[config.mk]
export PLATFORM = sky130hd
export DESIGN_NAME = fetch_queue
export DESIGN_NICKNAME = d
export VERILOG_FILES = /design/src/rtl/fetch_queue.sv
export SDC_FILE = /design/constraint.sdc
export NUM_CORES = 1
export LEC_CHECK = 0
export CAP_MARGIN = 40
export CORE_AREA = 4 4 188 190
export DETAILED_ROUTE_END_ITERATION = 10
export DIE_AREA = 0 0 192 194
export GPL_TIMING_DRIVEN = 0
export HOLD_SLACK_MARGIN = 0.05
export PLACE_DENSITY = 0.72
export SLEW_MARGIN = 5
export SYNTH_ARGS = -nofsm -noshare
export SYNTH_HDL_FRONTEND = slang
export SYNTH_SLANG_ARGS = --single-unit
[constraint.sdc]
create_clock -name clock -period 4.16 [get_ports clock]
set_input_delay 0.832 -clock clock [delete_from_list [all_inputs] [get_ports clock]]
set_output_delay 0.832 -clock clock [all_outputs]
set_load 0.02 [all_outputs]
[src/rtl/fetch_queue.sv]
// fetch_queue: sequential instruction fetch front end. Issues word fetches to a handshaked
// instruction memory, limits (buffered + in-flight) fetches to DEPTH so the decode buffer can
// never overflow, tags each response with its request PC and presents {pc, insn} to decode.
// A redirect flushes the buffer and squashes every response still owed by the memory.
module fetch_queue #(
  parameter int unsigned     XLEN     = 32,
  parameter int unsigned     DEPTH    = 4,
  parameter logic [XLEN-1:0] RESET_PC = 32'h0100_0000
) (
  input  logic                   clock,
  input  logic                   reset,
  output logic                   imem_req_valid,
  input  logic                   imem_req_ready,
  output logic [XLEN-1:0]        imem_req_addr,
  input  logic                   imem_resp_valid,
  input  logic [31:0]            imem_resp_data,
  input  logic                   redirect_valid,
  input  logic [XLEN-1:0]        redirect_pc,
  output logic                   if_valid,
  input  logic                   if_ready,
  output logic [XLEN-1:0]        if_pc,
  output logic [31:0]            if_insn,
  output logic [$clog2(DEPTH):0] occupancy
);

  localparam int unsigned   PtrW     = $clog2(DEPTH);
  localparam int unsigned   CntW     = PtrW + 1;
  localparam logic [CntW:0] DepthSum = (CntW + 1)'(DEPTH);

  logic [XLEN-1:0] fetch_pc_q, fetch_pc_d;
  logic [CntW-1:0] count_q, count_d;
  logic [CntW-1:0] outstanding_q, outstanding_d;
  logic [CntW-1:0] drop_q, drop_d;
  logic [PtrW-1:0] rd_ptr_q, rd_ptr_d;
  logic [PtrW-1:0] wr_ptr_q, wr_ptr_d;
  logic [PtrW-1:0] tag_rd_q, tag_rd_d;
  logic [PtrW-1:0] tag_wr_q, tag_wr_d;

  logic [XLEN-1:0] fifo_pc_q   [DEPTH];
  logic [31:0]     fifo_insn_q [DEPTH];
  logic [XLEN-1:0] tag_pc_q    [DEPTH];

  logic            req_fire;
  logic            resp_drop;
  logic            push;
  logic            pop;
  logic [CntW:0]   credit_used;
  logic            unused_redirect_lsb;

  // Low address bits of a redirect target are ignored; fetches are always word aligned.
  assign unused_redirect_lsb = ^redirect_pc[1:0];

  // Credit: every buffered entry and every in-flight request owns one buffer slot.
  assign credit_used    = {1'b0, count_q} + {1'b0, outstanding_q};
  assign imem_req_valid = !reset && !redirect_valid && (credit_used < DepthSum);
  assign imem_req_addr  = fetch_pc_q;
  assign req_fire       = imem_req_valid && imem_req_ready;

  assign resp_drop = (drop_q != '0);
  assign push      = imem_resp_valid && !resp_drop && !redirect_valid;
  assign if_valid  = (count_q != '0);
  assign pop       = if_valid && if_ready && !redirect_valid;

  // Empty buffer presents zeros so the outputs are clean right after reset or a flush.
  assign if_pc     = if_valid ? fifo_pc_q[rd_ptr_q] : '0;
  assign if_insn   = if_valid ? fifo_insn_q[rd_ptr_q] : '0;
  assign occupancy = count_q;

  // Next-state for fetch PC, in-flight tracking, squash count and buffer pointers.
  always_comb begin
    outstanding_d = outstanding_q;
    if (req_fire && !imem_resp_valid) begin
      outstanding_d = outstanding_q + CntW'(1);
    end else if (!req_fire && imem_resp_valid) begin
      outstanding_d = outstanding_q - CntW'(1);
    end

    // The tag queue follows the memory, so it is not touched by a redirect.
    tag_wr_d = req_fire ? tag_wr_q + PtrW'(1) : tag_wr_q;
    tag_rd_d = imem_resp_valid ? tag_rd_q + PtrW'(1) : tag_rd_q;

    fetch_pc_d = fetch_pc_q;
    drop_d     = drop_q;
    count_d    = count_q;
    rd_ptr_d   = rd_ptr_q;
    wr_ptr_d   = wr_ptr_q;

    if (redirect_valid) begin
      fetch_pc_d = {redirect_pc[XLEN-1:2], 2'b00};
      // Everything still owed after this cycle belongs to the old path.
      drop_d     = outstanding_d;
      count_d    = '0;
      rd_ptr_d   = '0;
      wr_ptr_d   = '0;
    end else begin
      if (req_fire) begin
        fetch_pc_d = fetch_pc_q + XLEN'(4);
      end
      if (imem_resp_valid && resp_drop) begin
        drop_d = drop_q - CntW'(1);
      end
      if (push) begin
        wr_ptr_d = wr_ptr_q + PtrW'(1);
      end
      if (pop) begin
        rd_ptr_d = rd_ptr_q + PtrW'(1);
      end
      if (push && !pop) begin
        count_d = count_q + CntW'(1);
      end else if (!push && pop) begin
        count_d = count_q - CntW'(1);
      end
    end
  end

  // Control state with asynchronous reset.
  always_ff @(posedge clock or posedge reset) begin
    if (reset) begin
      fetch_pc_q    <= RESET_PC;
      count_q       <= '0;
      outstanding_q <= '0;
      drop_q        <= '0;
      rd_ptr_q      <= '0;
      wr_ptr_q      <= '0;
      tag_rd_q      <= '0;
      tag_wr_q      <= '0;
    end else begin
      fetch_pc_q    <= fetch_pc_d;
      count_q       <= count_d;
      outstanding_q <= outstanding_d;
      drop_q        <= drop_d;
      rd_ptr_q      <= rd_ptr_d;
      wr_ptr_q      <= wr_ptr_d;
      tag_rd_q      <= tag_rd_d;
      tag_wr_q      <= tag_wr_d;
    end
  end

  // Storage arrays need no reset; validity is carried by the pointers and counts.
  always_ff @(posedge clock) begin
    if (req_fire) begin
      tag_pc_q[tag_wr_q] <= fetch_pc_q;
    end
    if (push) begin
      fifo_pc_q[wr_ptr_q]   <= tag_pc_q[tag_rd_q];
      fifo_insn_q[wr_ptr_q] <= imem_resp_data;
    end
  end

  // A response with nothing in flight means the memory broke the protocol.
  resp_has_request: assert property (@(posedge clock) disable iff (reset)
    imem_resp_valid |-> (outstanding_q != '0));

endmodule
# ---- Word-level counts from Yosys, hierarchy flattened
# Memory sizes are Yosys's and may differ from the RTL's.
# Index checks and enable logic that the tools add are counted.
dict set report op_classes {
  n_addsub 11
  multipliers 0
  div_mod_pow 0
  order_cmp 1
  eq_ne 0
  shifts 0
  n_mux 19
  bitwise_logic 0
  reduce_logical 26
}
# op n
set op_table {}
lappend op_table {{$mux W32} 4}
lappend op_table {{$add A32 B3 Y32 const B} 1}
lappend op_table {{$mux W3} 7}
lappend op_table {{$logic_and A1 B1 Y1} 12}
lappend op_table {{$reduce_bool A3 Y1} 3}
lappend op_table {{$sub A3 B1 Y3 const B} 3}
lappend op_table {{$add A2 B1 Y2 const B} 4}
lappend op_table {{$mux W2} 4}
lappend op_table {{$reduce_bool A2 Y1} 4}
lappend op_table {{$logic_not A1 Y1} 7}
lappend op_table {{$add A3 B1 Y3 const B} 2}
lappend op_table {{$add A3 B3 Y4} 1}
lappend op_table {{$lt A4 B3 Y1 const B} 1}
lappend op_table {{$mux W1} 4}
dict set report totals {
  regBits 49
  latchBits 0
  ram_bits 384
  rom_bits 0
  input_bits 70
  word_cells 68
  n_memories 3
}
# memory words word_bits read_ports rd_ports_with_merged_regs wr line
set mem_list {}
lappend mem_list {fifo_insn_q 4 32 1 0 1 40} ;# logic [31:0] fifo_insn_q [DEPTH];
lappend mem_list {fifo_pc_q 4 32 1 0 1 39} ;# logic [XLEN-1:0] fifo_pc_q [DEPTH];
lappend mem_list {tag_pc_q 4 32 1 0 1 41} ;# logic [XLEN-1:0] tag_pc_q [DEPTH];

# ---- Longest topological paths before layout
dict set report depth {
  word_depth 9
  ltp_mapped 9
}

# ---- Worst setup path before layout
# No wires, ideal clock.
dict set report synth_timing {
  kind {input -> register}
  start {in redirect_valid}
  end {mem fifo_insn_q[0][0] (enable)}
  setup_time_ns 0.427
  arrival_time_ns 2.856
  required_time_ns 3.733
  path_slack_ns 0.878
  stages 4
  n_path_buf 2
  path_cell_list {clkbuf_1 clkbuf_1 nor2_1 and2_1}
}
dict set report synth_between {
  elab_chain_cells 4
}
# item line
set synth_lines {}
lappend synth_lines {{from (decl)} 17} ;# input logic redirect_valid,
lappend synth_lines {{$logic_not A1 Y1} 60} ;# assign push = imem_resp_valid && !resp_drop && !redirect_valid;
lappend synth_lines {{$logic_and A1 B1 Y1} 60}
lappend synth_lines {{$mux W1} 144} ;# if (push) begin
lappend synth_lines {{$mux W1 (implied by the code)} 146} ;# fifo_insn_q[wr_ptr_q] <= imem_resp_data;
lappend synth_lines {{to (decl)} 40}
# Every way passes these cells.

# ---- Final worst setup path
dict set report layout_timing {
  start {reg rd_ptr_q[1]}
  end {out if_insn[22]}
}
dict set report layout_between {
  elab_chain_cells 2
}
# item line
set layout_lines {}
lappend layout_lines {{from (decl)} 34} ;# logic [PtrW-1:0] rd_ptr_q, rd_ptr_d;
lappend layout_lines {{from (signal assigned)} 132} ;# rd_ptr_q <= rd_ptr_d;
lappend layout_lines {{$mem_v2 Z4 W32} -}
lappend layout_lines {{$mux W32} 66} ;# assign if_insn = if_valid ? fifo_insn_q[rd_ptr_q] : '0;
lappend layout_lines {{to (decl)} 22} ;# output logic [31:0] if_insn,
# Every way passes these cells.

==> out/metrics.cfg <==
[status]
status=finished, final reports clean

[cts]
clock-root-buffer=clkbuf_16
cts_setup_buffers=0
clkTransAtPathRegs_ns=0.06
hold_buffers=0
post_cts_resize_count=0
max-clock-path-buffers=3
cts_sinks=415
cts_tree=built
h-tree-depth=2
clock_latency_ns=0.53
numCtsBuffers=42

[cells_and_area]
stdcell_area_um2=20400
drive_above_1_share_pct=17.5
area_delta_synth_final_pct=22.6
antenna_cells=0
fill_cells=2397
multiInputGateArea_um2=4120
register_area_um2=12200
fin_cells=1585
utilization_pct=60.9
final_nets=1189

[sta]
drv_slew=0
setup_viol=0
rsz0062_at_grt=no
slew_headroom_pct=43.9
fin_skew_ns=0.0155
finalWorstSetupSlack_ns=0.154
final.period_utilization_pct=96.3
period_minus_slack_ns=4.01
hold_viol=0
max_freq_ghz=0.250
hold_ws_ns=0.528
tightest_slew_ns=0.841
fin_tns_setup_ns=0

[synth]
synthXorXnorAreaFrac_pct=0.949
netlist_area_um2=16600
netlist_instances=886
syn_avg_cell_area_um2=18.7
synth_fa_ha_area_share_pct=1.25
synthMuxAreaShare_pct=12.8
ys.flop_type=edfxtp_1
synth-compound-area-share_pct=2.62
synth_top_family_by_area=multiplexers
yosys.area_share.simple_pct=7.01
synth_edf_count=368
async_flop_share_pct=11.3
yosysSeqAreaShare_pct=73.6
ys_types=48
synth-seq-cells=415
ys_warn_count=0

[placed_design]
dp_cells=1507
place_ws_ns=0.454
gp_congestion=0.863
io_buffers=163
dpl.hpwl_um=21600
placed_area_um2=19000

[floorplanning]
die_h_um=194
ios=171
dieArea_um2=37200
start_util_pct=49.6
rows=67
core_area_um2=33400
fp.dieW_um=192

[route]
drtIter0Drc=594
drc=0
routedWlPerCell_um=21.2
via_per_inst=5.51
dr.pass1.iters=5
wl_um=33600
postRouteAntennaNets=0
num_vias=8738

[worst_setup_path]
critPathArrivalTime_ns=3.17
cp.required_ns=3.33
critPathKind=flip-flop to primary output
cp_max_fo=10
endpoint_kind=primary output
startpoint_type=flip-flop

[pwr]
cellPowerDensity_nw_per_um2=639
irDropWorstVdd_v=0.000356
leakagePower_nw=6.73
finalPower_mw=13.0

[global_route]
grt_max_degree=50
grt_pass1_vias=9256
grt_antenna_before_repair=0
grt-ovfl-total=0
grt_pass1_wl_um=53500
grt_usage_pct=18.4

[run]
maxCapViolCount=0

[worst_hold_path]
hp-class=flip-flop to flip-flop

-- layout make-up --
cell class,instances,share of cell area [%]
timing repair buffer,170,8.73
clock inverter,23,1.00
buffer,48,1.07
sequential,415,60.1
clock buffer,55,5.81
inverter,18,0.332
tap,448,2.75
multi-input combinational,408,20.2
-- cell families after synthesis --
kind of cell,Yosys count
simple gates,207
xor+xnor,18
compound gates,66
other cells,1
flops,415
buf+inv,66
mux,97
fa+ha+maj,16
-- critical path, cell delays in order (launching register included) --
cell             delay, ns
dfrtp_1               0.32
clkbuf_1              0.52
clkbuf_1              0.68
mux4_2                0.42
and2_1                0.17
clkdlybuf4s50_1       0.53
-- state kept, by name, indices dropped and copies added, names as in the netlist --
name / cells
tag_pc_q: 120
tag_rd_q: 2
fifo_pc_q: 120
tag_wr_q: 2
wr_ptr_q: 2
imem_req_addr: 30
fifo_insn_q: 128
rd_ptr_q: 2
drop_q: 3
occupancy: 3
outstanding_q: 3
-- where the power goes --
part           switching, mW  internal [mW]  leakage [nW]
Combinational           2.16           1.95          2.16
Sequential             0.213           5.00          3.90
Clock                   1.49           2.20         0.676
Total                   3.86           9.15          6.73
-- final timing paths --
path                            cells after the start  slack (ns)                       start                       endpoint
max in group asynchronous                           3        2.82                       reset  imem_req_addr[24]$_DFFE_PP1P_
min in group asynchronous                           2        0.74                       reset  imem_req_addr[20]$_DFFE_PP0P_
worst max register to register                      7        0.99    occupancy[2]$_DFFE_PP0P_      tag_pc_q[2][23]$_DFFE_PP_
worst min-delay path                                1        0.53  outstanding_q[2]$_DFF_PP0_     outstanding_q[2]$_DFF_PP0_
worst max-delay path                                5        0.15     rd_ptr_q[1]$_DFFE_PP0P_                    if_insn[22]
worst min register to register                      1        0.53  outstanding_q[2]$_DFF_PP0_     outstanding_q[2]$_DFF_PP0_
-- synth_stat cells, types with 5 or more instances --
cell type  count  share of area (%)
a21oi_1        8               0.24
and2_1        72                2.7
buf_2         12               0.36
buf_4          6               0.27
clkbuf_1      27               0.61
dfrtp_1       46                6.9
edfxtp_1     368                 67
ha_1          15                1.1
inv_1         18               0.41
mux4_2        92                 12
nand2_1       53                1.2
nand3_1       16               0.48
nand4_1       14               0.53
nor2_1        20               0.45
o211ai_1      19               0.86
o21ai_0       20               0.60
or3_1          5               0.19
xnor2_1        7               0.37
xor2_1        11               0.58
-- cells in the final DEF (no fill, tap or decap), drive strengths merged, types with 3 or more instances in the layout --
| cell | instances |
|---|---|
| bufinv | 3 |
| or3 | 6 |
| edfxtp | 368 |
| nand2b | 3 |
| xnor2 | 7 |
| mux2i | 4 |
| o211ai | 19 |
| o311ai | 3 |
| a31oi | 4 |
| clkdlybuf4s50 | 163 |
| dfrtp | 46 |
| ha | 15 |
| and2 | 72 |
| and3 | 4 |
| a21oi | 8 |
| a221o | 3 |
| nand3 | 20 |
| xor2 | 11 |
| mux4 | 92 |
| nor3 | 4 |
| clkinv | 18 |
| nor2 | 20 |
| nand4 | 15 |
| o21ai | 20 |
| inv | 18 |
| buf | 28 |
| nand2 | 53 |
| nor4 | 5 |
| clkbuf | 82 |
| conb | 4 |
-- layer usage --
layer | wire length, um | GRT usage (%) | vias to the layer above | share of wire [%]
met4 | 659 | 4.68 | 0 | 2.0
met2 | 16800 | 30.2 | 299 | 50
li1 | - | - | 3958 | -
met5 | 0 | 0 | - | 0
met1 | 14100 | 25.9 | 4436 | 42
met3 | 2070 | 3.11 | 45 | 6.2
No activity file was read; power rests on OpenSTA's default activity.
==> patch: new RTL, config.mk and constraints unchanged <==
`DEPTH`: 4 -> 2.
--- a/src/rtl/fetch_queue.sv
+++ b/src/rtl/fetch_queue.sv
@@ -4,7 +4,7 @@
 // A redirect flushes the buffer and squashes every response still owed by the memory.
 module fetch_queue #(
   parameter int unsigned     XLEN     = 32,
-  parameter int unsigned     DEPTH    = 4,
+  parameter int unsigned     DEPTH    = 2,
   parameter logic [XLEN-1:0] RESET_PC = 32'h0100_0000
 ) (
   input  logic                   clock,
Ports: changed (resized occupancy); port bits go from 171 to 170. No check against the original RTL was run, so the function may have changed too.
==> patch against the unedited design <==
- clock power down 43%
- non-clock buffer count down 11
- setup slack better by 0.076 ns
- sequential cell count down 191
- wire length down 29%
- area after synthesis down 44%
- power down 51%
- fmax up 1.9%
- design area down 38%
- sequential share of layout area down 8.0 points
- first-iteration DRC count down 40%
- largest power group unchanged
==> patch: results (changes against the unedited design) <==
Hold Path Depth 0 (-1); clock latency reported for the late side of the worst-skew pair 0.51 ns (-0.02 ns); sequential area share after synthesis 70.35% (-3.3 points); fraction of layout instances using a drive strength above 1 12.44% (-5.1 points); ys async rst share 17.86% (+6.5 points); Vias 5871 (-33%); met3 wire len 1.939 mm (-6.4%); final design utilization 37.51% (-23 points); number of synthesized flops with an enable pin 184 (-50%); Layout Nets 908 (-24%); launching element of the worst setup path rd_ptr_q$_DFFE_PP0P_; Compound-Gate Fraction of Synth Area 4.315% (+1.7 points); htree depth 1 (-1); wire length on met1 9.439 mm (-33%); layout filler cell count 3140 (+31%); final worst hold slack 0.5203 ns (-0.008130 ns); Critical Path Sink if_pc[6]; dpl cell area 11760 um^2 (-38%); status complete, no violations; Buffers on Ports 162 (-0.61%); Final HPWL DP 16.96 mm (-21%); leakage power figure 4.197 nW (-38%); setup slack, reg-to-reg 0.95 ns (-0.04 ns); number of antenna violations at the first check in global routing 2 (+2); violation count after the first detailed-route iteration 357 (-40%); global placer's final weighted congestion 0.7792 (-9.7%)
## patch: cell types whose count changed after synthesis, moves of 7 or more
| cell | before | now |
|---|---|---|
| sky130_fd_sc_hd__edfxtp_1 | 368 | 184 |
| sky130_fd_sc_hd__mux4_2 | 92 | 0 |
| sky130_fd_sc_hd__and2_1 | 72 | 1 |
| sky130_fd_sc_hd__mux2i_1 | 4 | 69 |
| sky130_fd_sc_hd__nor2_1 | 20 | 81 |
| sky130_fd_sc_hd__mux2_2 | 1 | 31 |
| sky130_fd_sc_hd__ha_1 | 15 | 2 |
| sky130_fd_sc_hd__o211ai_1 | 19 | 6 |
| sky130_fd_sc_hd__nand2_1 | 53 | 43 |
| sky130_fd_sc_hd__buf_2 | 12 | 3 |
| sky130_fd_sc_hd__clkbuf_1 | 27 | 18 |
| sky130_fd_sc_hd__inv_1 | 18 | 9 |
| sky130_fd_sc_hd__dfrtp_1 | 46 | 39 |
## patch: power by group through the flow
stage                     Sequential (mW)  Clock (mW)  Combinational (mW)
final                                2.86        2.09                1.39
after global routing                 2.89        2.26                1.52
after CTS                            2.87        2.16                1.43
after detailed placement             2.91           0                1.42
after global placement               2.91           0                1.34
after floorplan                      2.91           0               0.762
## patch: layout make-up
| type | count | share of cell area [%] |
|---|---|---|
| inverters | 9 | 0.2693 |
| well taps | 448 | 4.468 |
| flip-flops and latches | 224 | 52.03 |
| clock buffers | 26 | 5.016 |
| clock inverters | 17 | 1.237 |
| repair buffers | 174 | 14.96 |
| plain buffers | 33 | 1.316 |
| multi-input cells | 369 | 20.70 |
## patch: metal layers
metal	up-vias	GRT usage, %
li1	2766	-
met1	2911	15.11
met2	156	21.81
met3	34	3.871
met4	4	3.249
met5	-	0
